## src/rtl/adc_sample_sched.sv

```systemverilog
// adc_sample_sched
//   Sequencer for the 8-bit serial ADC reader. It issues periodic conversion
//   requests, holds off for the ADC conversion time after each read, averages
//   2^AVG_LOG2 samples and offers each result on a valid/ready port. Lost
//   results and reads that never return done are flagged with sticky bits.
// Ports
//   clk, rst                 50 MHz clock, async active-high reset
//   en                       run periodic sampling
//   adc_start                one-cycle request to the reader (ISSUE state only)
//   adc_done, adc_data       reader completion pulse and sampled byte
//   res_data, res_valid,     averaged result, valid/ready handshake
//   res_ready
//   overrun, timeout         sticky error flags
//   clr_err                  clears the sticky flags (a same-cycle set wins)
module adc_sample_sched #(
  parameter int PERIOD   = 2500,
  parameter int TCONV    = 850,
  parameter int AVG_LOG2 = 2,
  parameter int TIMEOUT  = 1000
) (
  input  logic       clk,
  input  logic       rst,
  input  logic       en,
  output logic       adc_start,
  input  logic       adc_done,
  input  logic [7:0] adc_data,
  output logic [7:0] res_data,
  output logic       res_valid,
  input  logic       res_ready,
  output logic       overrun,
  output logic       timeout,
  input  logic       clr_err
);

  localparam int AW = 8 + AVG_LOG2;
  localparam int CW = AVG_LOG2 + 1;
  localparam int PW = $clog2(PERIOD + 1);
  localparam int TW = $clog2(TCONV + 1);
  localparam int OW = $clog2(TIMEOUT + 1);

  typedef enum logic [2:0] {IDLE, ISSUE, WAIT_DONE, CONV, WAIT_TICK} state_t;

  state_t        state, state_nxt;
  logic [PW-1:0] pcnt;   // cycles since the ISSUE cycle, minus one; saturates
  logic [TW-1:0] ccnt;   // cycles spent in CONV
  logic [OW-1:0] tcnt;   // cycles spent in WAIT_DONE
  logic [AW-1:0] accum;
  logic [CW-1:0] count;
  logic [AW-1:0] sum;
  logic          take, abort, tick, conv_end, load, drop_partial;

  assign take     = (state == WAIT_DONE) && adc_done;
  assign abort    = (state == WAIT_DONE) && !adc_done && (tcnt == OW'(TIMEOUT - 1));
  assign conv_end = (ccnt == TW'(TCONV - 1));
  // pcnt reads 0 in the cycle after ISSUE, so it shows PERIOD-2 one cycle
  // before the next ISSUE is due; deciding here yields exactly PERIOD spacing.
  assign tick     = (pcnt >= PW'(PERIOD - 2));
  assign sum      = accum + AW'(adc_data);
  assign load     = take && (count == CW'((1 << AVG_LOG2) - 1));
  assign drop_partial = (state == WAIT_TICK) && !en;
  assign adc_start = (state == ISSUE);

  always_comb begin
    state_nxt = state;
    unique case (state)
      IDLE:      if (en) state_nxt = ISSUE;
      ISSUE:     state_nxt = WAIT_DONE;
      WAIT_DONE: if (take || abort) state_nxt = CONV;
      CONV:      if (conv_end) state_nxt = WAIT_TICK;
      WAIT_TICK: if (!en) state_nxt = IDLE;
                 else if (tick) state_nxt = ISSUE;
      default:   state_nxt = IDLE;
    endcase
  end

  always_ff @(posedge clk or posedge rst) begin
    if (rst) begin
      state     <= IDLE;
      pcnt      <= '0;
      ccnt      <= '0;
      tcnt      <= '0;
      accum     <= '0;
      count     <= '0;
      res_data  <= '0;
      res_valid <= 1'b0;
      overrun   <= 1'b0;
      timeout   <= 1'b0;
    end else begin
      state <= state_nxt;

      if (state == ISSUE)            pcnt <= '0;
      else if (pcnt != PW'(PERIOD))  pcnt <= pcnt + 1'b1;

      if (state == ISSUE)            tcnt <= '0;
      else if (state == WAIT_DONE)   tcnt <= tcnt + 1'b1;

      if (state == CONV)             ccnt <= ccnt + 1'b1;
      else                           ccnt <= '0;

      // A finished average and a WAIT_TICK->IDLE exit both restart the average.
      if (load || drop_partial) begin
        accum <= '0;
        count <= '0;
      end else if (take) begin
        accum <= sum;
        count <= count + 1'b1;
      end

      if (load) res_data <= 8'(sum >> AVG_LOG2);
      res_valid <= load | (res_valid & ~res_ready);
      overrun   <= (load & res_valid & ~res_ready) | (overrun & ~clr_err);
      timeout   <= abort | (timeout & ~clr_err);
    end
  end

endmodule
```

## config.mk

```make
export PLATFORM = sky130hd
export DESIGN_NAME = adc_sample_sched
export DESIGN_NICKNAME = d
export VERILOG_FILES = /design/src/rtl/adc_sample_sched.sv
export SDC_FILE = /design/constraint.sdc
export NUM_CORES = 1
export LEC_CHECK = 0
export ABC_AREA = 1
export BUFFER_PORTS_ARGS = -buffer_cell sky130_fd_sc_hd__clkbuf_2
export CORE_MARGIN = 3
export CORE_UTILIZATION = 52
export CTS_BUF_LIST = sky130_fd_sc_hd__clkbuf_8
export CTS_CLUSTER_DIAMETER = 120
export CTS_CLUSTER_SIZE = 30
export DETAILED_ROUTE_END_ITERATION = 12
export GPL_TIMING_DRIVEN = 0
export PLACE_DENSITY = 0.73
export REMOVE_ABC_BUFFERS = 1
export SKIP_LAST_GASP = 1
export SLEW_MARGIN = 20
export SYNTH_ARGS = -nofsm -noshare
export SYNTH_HDL_FRONTEND = slang
export SYNTH_SLANG_ARGS = --single-unit
```

## constraint.sdc

```tcl
create_clock -name clk -period 2.02 [get_ports clk]
set_clock_uncertainty 0.2 [all_clocks]
set_input_delay 0.303 -clock clk [delete_from_list [all_inputs] [get_ports clk]]
set_output_delay 0.303 -clock clk [all_outputs]
set_load 0.03 [all_outputs]
```

[Yosys cells after proc, flatten, opt, wreduce, memory -nomap -nowiden]
Index checks and enable logic that the tools add are counted.
Operators by class
  add/sub/neg operators: 5
  order comparisons: 1
  eq/ne operators: 12
  muxes and demuxes: 15
  bitwise operators: 10
  reduce and logical (&&, ||, !) cells: 14
Operator list (count)
  $mux W10: 5
  $mux W12: 2
  $mux W3: 7
  $add A10 B1 Y10 const B: 2
  $eq A10 B10 Y1 const B: 2
  $pmux W3 S5: 1
  $add A12 B1 Y12 const B: 1
  $ge A12 B12 Y1 const B: 1
  $ne A12 B12 Y1 const B: 1
  $add A10 B8 Y10: 1
  $eq A3 B2 Y1 const B: 3
  $reduce_bool A2 Y1: 3
  $and A1 B1 Y1: 5
  $logic_and A1 B1 Y1: 5
  $ne A2 B2 Y1 const B: 2
  $reduce_and A4 Y1: 1
  $add A3 B1 Y3 const B: 1
  $eq A3 B1 Y1 const B: 1
  $eq A3 B3 Y1 const B: 1
  $logic_not A3 Y1: 1
  $ne A3 B3 Y1 const B: 1
  $or A1 B1 Y1: 3
  $logic_not A1 Y1: 2
  $logic_or A1 B1 Y1: 2
  2 further kinds: 3
Storage, ports and cells
  register bits: 59
  output and inout bits: 12

[Depth between registers and ports, before layout]
Gate-level depths: netlist of run 1.
  depth after elaboration: 6
  mapped depth: 10

[Worst setup path before layout of run 1]
OpenSTA, ideal clock, no wires.
  path kind: reg2reg
  start point: register state[2]
  end point: register pcnt[0]
  arrival time: 1.538 ns
  data required time: 1.692 ns
  slack: 0.155 ns
  cell stages (with the launch flop): 6
  path buffers: 1
  clock period less this slack: 1.865 ns
  cell sequence: dfrtp_1 > nor3_2 > inv_2 > clkbuf_1 > nand3_1 > o21ai_0
On the way
  cells in the longest elaborated chain, start to end: 2
  elaborated cells between the ends (all ways): 3
  classes of those cells: 1 x eq/ne; 1 x mux; 1 x reduce/logical
RTL lines
  start: declaration: RTL line 43  | state_t state, state_nxt;
  start signal: assignment: RTL line 89  | state <= state_nxt;
  $eq A3 B1 Y1 (*)
  named net adc_start: RTL line 24  | output logic adc_start,
  $mux W12 or $reduce_bool A2 Y1 (tied branches)
  end signal: assignment: RTL line 92  | else if (pcnt != PW'(PERIOD)) pcnt <= pcnt + 1'b1;
  end: declaration: RTL line 44  | logic [PW-1:0] pcnt;
The timed path passes the listed nets; every way through them passes the cells marked *.
A chain may end at the register's enable or synchronous reset.

[Worst setup path in the final report of run 1]
  start point: register state[0]
  end point: output adc_start
On the way
  cells in the longest elaborated chain, start to end: 1
RTL lines
  $eq A3 B1 Y1: RTL line 61  | assign adc_start = (state == ISSUE);
  end: declaration: RTL line 24
Every way passes these cells.

==> impl_metrics.ini, run 1 <==
[outcome]
status = finished clean

[floorplan]
start_util_pct = 54.37
core_area_sq_um = 5991
ioPinCount = 26
die_w_microns = 85.14
die-area_sq_um = 7249
die_h_microns = 85.14
row_count = 28

[place]
gp_congestion = 0.9268
place_area_sq_um = 3471
dp.cells = 519
pre_cts_slack_ns = 0.03148
hpwl_microns = 4834
port_buffers = 25

[logic_synthesis]
syn_inst = 424
synth_top_area_cell = dfrtp_1
synthMuxAreaShare_pct = 0
yosysTopAreaCellShare_pct = 45.33
ys_warn_count = 0
synth.distinct_cells = 35
ys_ff_latch = 59
synth-compound-area-share_pct = 7.607
syn-cell-area_sq_um = 3257
avgSynthCellArea_sq_um = 7.681
synth.area.top_cells = dfrtp_1, nand2_1, ha_1
synth_top_family_by_area = simple AND/OR/NAND/NOR gates
synth_adder_area_share_pct = 6.761
ys_seq_area_share_pct = 45.33
synthXorXnorAreaFrac_pct = 1.345
synthSimpleGateAreaFrac_pct = 32.85

[drt]
vias = 2849
ant_nets = 0
drc = 0
drtPass1Iterations = 4
wl_per_cell_microns = 12.45
drt_wl_total_microns = 6724
drtIter0Drc = 159
vias_per_cell = 5.276

[cells_and_area]
stdcell_count = 540
fillers = 522
fin_util_pct = 61.88
layout-drive-gt1-share_pct = 12.69
stdcell_area_sq_um = 3707
antenna_cells = 0
nets = 491
area_delta_synth_final_pct = 13.83

[clocking]
cts.root.buffer_cell = clkbuf_8
clock_latency_ns = 0.33
clk_path_buf_depth = 2
clock-sinks = 59
cts.clk_slew.worst_paths_ns = 0.06
cts_made_buffers = 9
cts_tree = built
h-tree-depth = 3

[timing]
fmax_ghz = 0.5323
worstMarginPinSlew_ns = 0.5319
fin_ws_ns = 0.1413
rsz0062_at_grt = no
final_hold_viol_count = 0
slew_viol_final = 0
tns_ns = 0
period_share_pct = 93.01
hold_slack_ns = 0.03099
relSlewSlack_pct = 64.35
final-setup-viol-count = 0
fin_crit_ns = 1.879

[grt]
antenna_found_initial = 0
grt_max_degree = 49
grt_pass1_wl_microns = 11940
overflow = 0
grt_use_total_pct = 20.33
grt_pass1_vias = 2788

[worst_setup_path]
crit_type = reg -> out
path_max_fanout = 5
worstPathArrival_ns = 1.38
start_kind = flip-flop
endpoint_kind = output pin
worstPathRequired_ns = 1.52

[run]
drv_cap = 0

[pwr]
p_per_area_nw_per_um2 = 592.0
power.total_mw = 2.195
leakage_nw = 1.965
vdd_ir_drop_max_mv = 0.5005

[min_path]
hold_path.class = in -> reg
[timing repair]
item,4_1_cts,5_1_grt
gates resized for setup,1,4
hold buffers,2,0
endpoints found under the setup margin,1,21
gates cloned,0,1
buffers inserted,0,2
hold endpoints to repair,61,0
pin swaps,0,1
[cells in the mapped netlist]
| master | number |
|---|---|
| nand2_1 | 130 |
| dfrtp_1 | 59 |
| nor2_1 | 50 |
| inv_1 | 39 |
| nand3_1 | 37 |
| a21oi_1 | 21 |
| ha_1 | 16 |
| o21ai_0 | 15 |
| nor3_1 | 9 |
| nand4_1 | 7 |
| clkbuf_1 | 3 |
| inv_2 | 3 |
| nand2_2 | 3 |
| nand3b_1 | 3 |
| nor4_1 | 3 |
| xor2_1 | 3 |
| nor3_2 | 2 |
| o31ai_1 | 2 |
| or2_2 | 2 |
| xnor2_1 | 2 |
| a21boi_0 | 1 |
| a22o_1 | 1 |
| a31oi_1 | 1 |
| and3_1 | 1 |
| buf_2 | 1 |
| buf_4 | 1 |
| buf_6 | 1 |
| fa_1 | 1 |
| inv_4 | 1 |
| nand3_2 | 1 |
| nor2_4 | 1 |
| o21a_1 | 1 |
| o21bai_1 | 1 |
| o22ai_1 | 1 |
| o32ai_1 | 1 |
[layout by cell type, fill, tap and decap left out, types with 3 or more instances in the layout]
master / instances
a21oi_1: 21
clkbuf_2: 25
clkbuf_8: 11
dfrtp_1: 59
ha_1: 16
inv_1: 40
inv_2: 3
nand2_1: 130
nand2_2: 3
nand3_1: 37
nand3b_1: 3
nand4_1: 7
nor2_1: 49
nor3_1: 9
nor4_1: 3
o21ai_0: 15
xor2_1: 3
[layer usage]
layer	vias up	part of all wire (%)	global-route usage (%)
met4	0	1.4	6.187
met3	10	4.2	4.854
met5	-	0	0
met2	63	45	32.20
met1	1321	49	27.81
li1	1455	-	-
[worst max-delay path: stages, from the launching register on]
cell and delay, ns:
dfrtp_1 0.39, inv_1 0.10, nor3_4 0.29, clkbuf_2 0.26
[cell families (layout without fill, tap and decap cells)]
kind of cell    after synthesis  count (layout)
compound gates               45              45
xor+xnor                      5               5
fa+ha+maj                    17              17
buf+inv                      49              89
flops                        59              59
simple gates                249             250
[registers in the layout, indices dropped and copies added (netlist names)]
register / flops
res_data: 8
count: 3
state: 3
ccnt: 10
res_valid: 1
accum: 10
pcnt: 12
timeout: 1
tcnt: 10
overrun: 1
[power by group]
| group | switching, mW | total, mW | leakage, nW | internal (mW) |
|---|---|---|---|---|
| sequential | 0.0000000000000000582 | 1.18 | 0.785 | 1.18 |
| combinational | 0.0492 | 0.0774 | 1.08 | 0.0282 |
| clock | 0.441 | 0.935 | 0.103 | 0.494 |
| total | 0.490 | 2.19 | 1.97 | 1.70 |
[area by class of cell]
type / count / area, sq um / share of cell area [%]
multi-input cells: 317 / 1607 / 43.33
flip-flops and latches: 59 / 1476 / 39.82
repair buffers: 30 / 187.7 / 5.062
inverters: 43 / 170.2 / 4.590
clock buffers: 11 / 151.4 / 4.084
well taps: 75 / 93.84 / 2.531
clock inverters: 5 / 21.27 / 0.5737
[path summary, 6_finish.rpt]
kind	start	end	slack (ns)	cells past startpoint
max	state[0]	adc_start	0.14	3
max in group asynchronous	rst	count[2]	0.93	4
max reg2reg	accum[0]	res_data[4]	0.15	8
min in group asynchronous	rst	pcnt[7]	0.22	3
min	res_ready	res_valid	0.03	4
min reg2reg	count[0]	count[0]	0.27	1
Power figures use the tool's default switching activity.
==> inputs of run 2 (changes only) <==
--- a/config.mk
+++ b/config.mk
@@ -9,7 +9,6 @@
 export BUFFER_PORTS_ARGS = -buffer_cell sky130_fd_sc_hd__clkbuf_2
 export CORE_MARGIN = 3
 export CORE_UTILIZATION = 52
-export CTS_BUF_LIST = sky130_fd_sc_hd__clkbuf_8
 export CTS_CLUSTER_DIAMETER = 120
 export CTS_CLUSTER_SIZE = 30
 export DETAILED_ROUTE_END_ITERATION = 12
==> run 2 against run 1 <==
Routed wire length fell by 0.33%. Total power grew 0.66%. Clock power up 2%. Non-clock buffer count unchanged. Sequential share of layout area did not move. Clock-buffer cell count up 3. Design area unchanged. Register-to-register slack about the same. Global-route usage did not move. Maximum frequency is 0.21% higher. First-iteration DRC count fell by 1.3%. Largest cell class unchanged.
==> impl_metrics.ini, run 2 (synthesized netlist as in run 1, its figures left out) <==
[cells_and_area]
fillers = 522
nets = 491
regMostFlops = pcnt
stdcell_count = 540
layout-drive-gt1-share_pct = 12.69
largest_register_ffs = 12
mostFrequentLayoutCell = nand2_1
area_delta_synth_final_pct = 13.83
layout_common_cells = nand2_1, dfrtp_1, nor2_1, inv_1, nand3_1
antenna_cells = 0
stdcell_area_sq_um = 3707

[drt]
ant_nets = 0
vias_per_cell = 5.274
vias = 2848
drtPass1Iterations = 4
drc = 0
drt_wl_total_microns = 6702
wl_per_cell_microns = 12.41
drtIter0Drc = 157

[worst_setup_path]
worstPathArrival_ns = 1.37
crit_type = reg -> out
start_kind = flip-flop
worstPathRequired_ns = 1.52
slowest_stage = dfrtp_1
path_cells = inv_1 -> nor3_4 -> clkbuf_2
endpoint_kind = output pin
max_stage_delay_ns = 0.39
cp_top_family = flip-flops
cp.buffers_inverters = 2
path_max_fanout = 5

[clocking]
cts.clk_slew.worst_paths_ns = 0.06
cts_made_buffers = 9
cts_tree = built
cts.root.buffer_cell = clkbuf_8
clk_path_buf_depth = 2
h-tree-depth = 3
clock-sinks = 59
clock_latency_ns = 0.33

[pwr]
p_per_area_nw_per_um2 = 595.9
power.total_mw = 2.209
vdd_ir_drop_max_mv = 0.4999
leakage_nw = 1.953

[outcome]
status = finished clean

[place]
gp_congestion = 0.9268
hpwl_microns = 4834
dp.cells = 519
place_area_sq_um = 3471
port_buffers = 25

[grt]
antenna_found_initial = 0
grt_max_degree = 49
grt_pass1_vias = 2788
grt_use_total_pct = 20.33
grt_pass1_wl_microns = 11940
overflow = 0

[timing]
fmax_ghz = 0.5334
period_share_pct = 92.81
slew_viol_final = 0
final_hold_viol_count = 0
final-setup-viol-count = 0
worstMarginPinSlew_ns = 0.5233
relSlewSlack_pct = 64.92
tns_ns = 0
fin_crit_ns = 1.875
rsz0062_at_grt = no

[floorplan]
core_area_sq_um = 5991
die_w_microns = 85.14
row_count = 28
start_util_pct = 54.37
die_h_microns = 85.14
die-area_sq_um = 7249
ioPinCount = 26

[min_path]
hold_path.class = in -> reg

[run]
drv_cap = 0
run 2: cell count changes in the layout (fill, tap and decap cells not counted):
cell | previous run | this run
clkbuf_1 | 0 | 3
inv_1 | 40 | 37
run 2: worst paths after layout:
path / from / endpoint / slack [ns] / cells past startpoint
setup / recovery: state[0] / adc_start / 0.15 / 3
hold / removal: res_ready / res_valid / 0.03 / 4
setup reg to reg: accum[0] / res_data[4] / 0.15 / 8
hold reg to reg: count[0] / count[0] / 0.27 / 1
max in group asynchronous: rst / count[2] / 0.92 / 4
min in group asynchronous: rst / pcnt[7] / 0.22 / 3
run 2: worst register-to-register path, cell delays in order, from the launching register on:
cell	delay (ns)
dfrtp_1	0.40
ha_1	0.24
fa_2	0.36
nand2_1	0.09
nand2_1	0.10
nand4_1	0.11
nand3b_1	0.11
nand3_1	0.10
nand2_1	0.05
run 2: power by group:
group | switching [mW] | total (mW) | leakage, nW | internal (mW)
Clock | 0.440 | 0.950 | 0.0905 | 0.510
Sequential | 0.0000000000000000582 | 1.18 | 0.785 | 1.18
Combinational | 0.0493 | 0.0776 | 1.08 | 0.0283
run 2: layout make-up:
cell class,count,area (sq um),area share (%)
repair buffers,30,187.7,5.062
clock inverters,2,10.01,0.2700
multi-input cells,317,1607,43.33
clock buffers,14,162.7,4.387
inverters,43,170.2,4.590
well taps,75,93.84,2.531
flip-flops and latches,59,1476,39.82
run 2: per-stage QoR:
stage | hold slack [ns] | setup WS, ns | util (%)
after floorplan | 0.2020 | 0.04848 | -
after CTS | 0.02440 | -0.01749 | 61.26
after global placement | 0.2609 | -0.7193 | 57.44
after global routing | 0.07705 | 0.006622 | 61.88
after detailed placement | 0.02127 | 0.03148 | 57.94
final | 0.03338 | 0.1452 | 61.88
run 2: per-layer routing:
metal / wire [microns] / GRT usage [%]
met4: 125 / 6.187
met3: 220 / 4.854
met5: 0 / 0
met1: 3343 / 27.81
met2: 3012 / 32.20
run 2: what timing repair did:
| action | 4_1_cts | 5_1_grt |
|---|---|---|
| resized for setup | 1 | 4 |
| pin swaps | 0 | 1 |
| hold buffers | 2 | 0 |
| cloned | 0 | 1 |
| setup buffers | 0 | 2 |
| endpoints found under the setup margin | 1 | 21 |
| hold endpoints to repair | 61 | 0 |
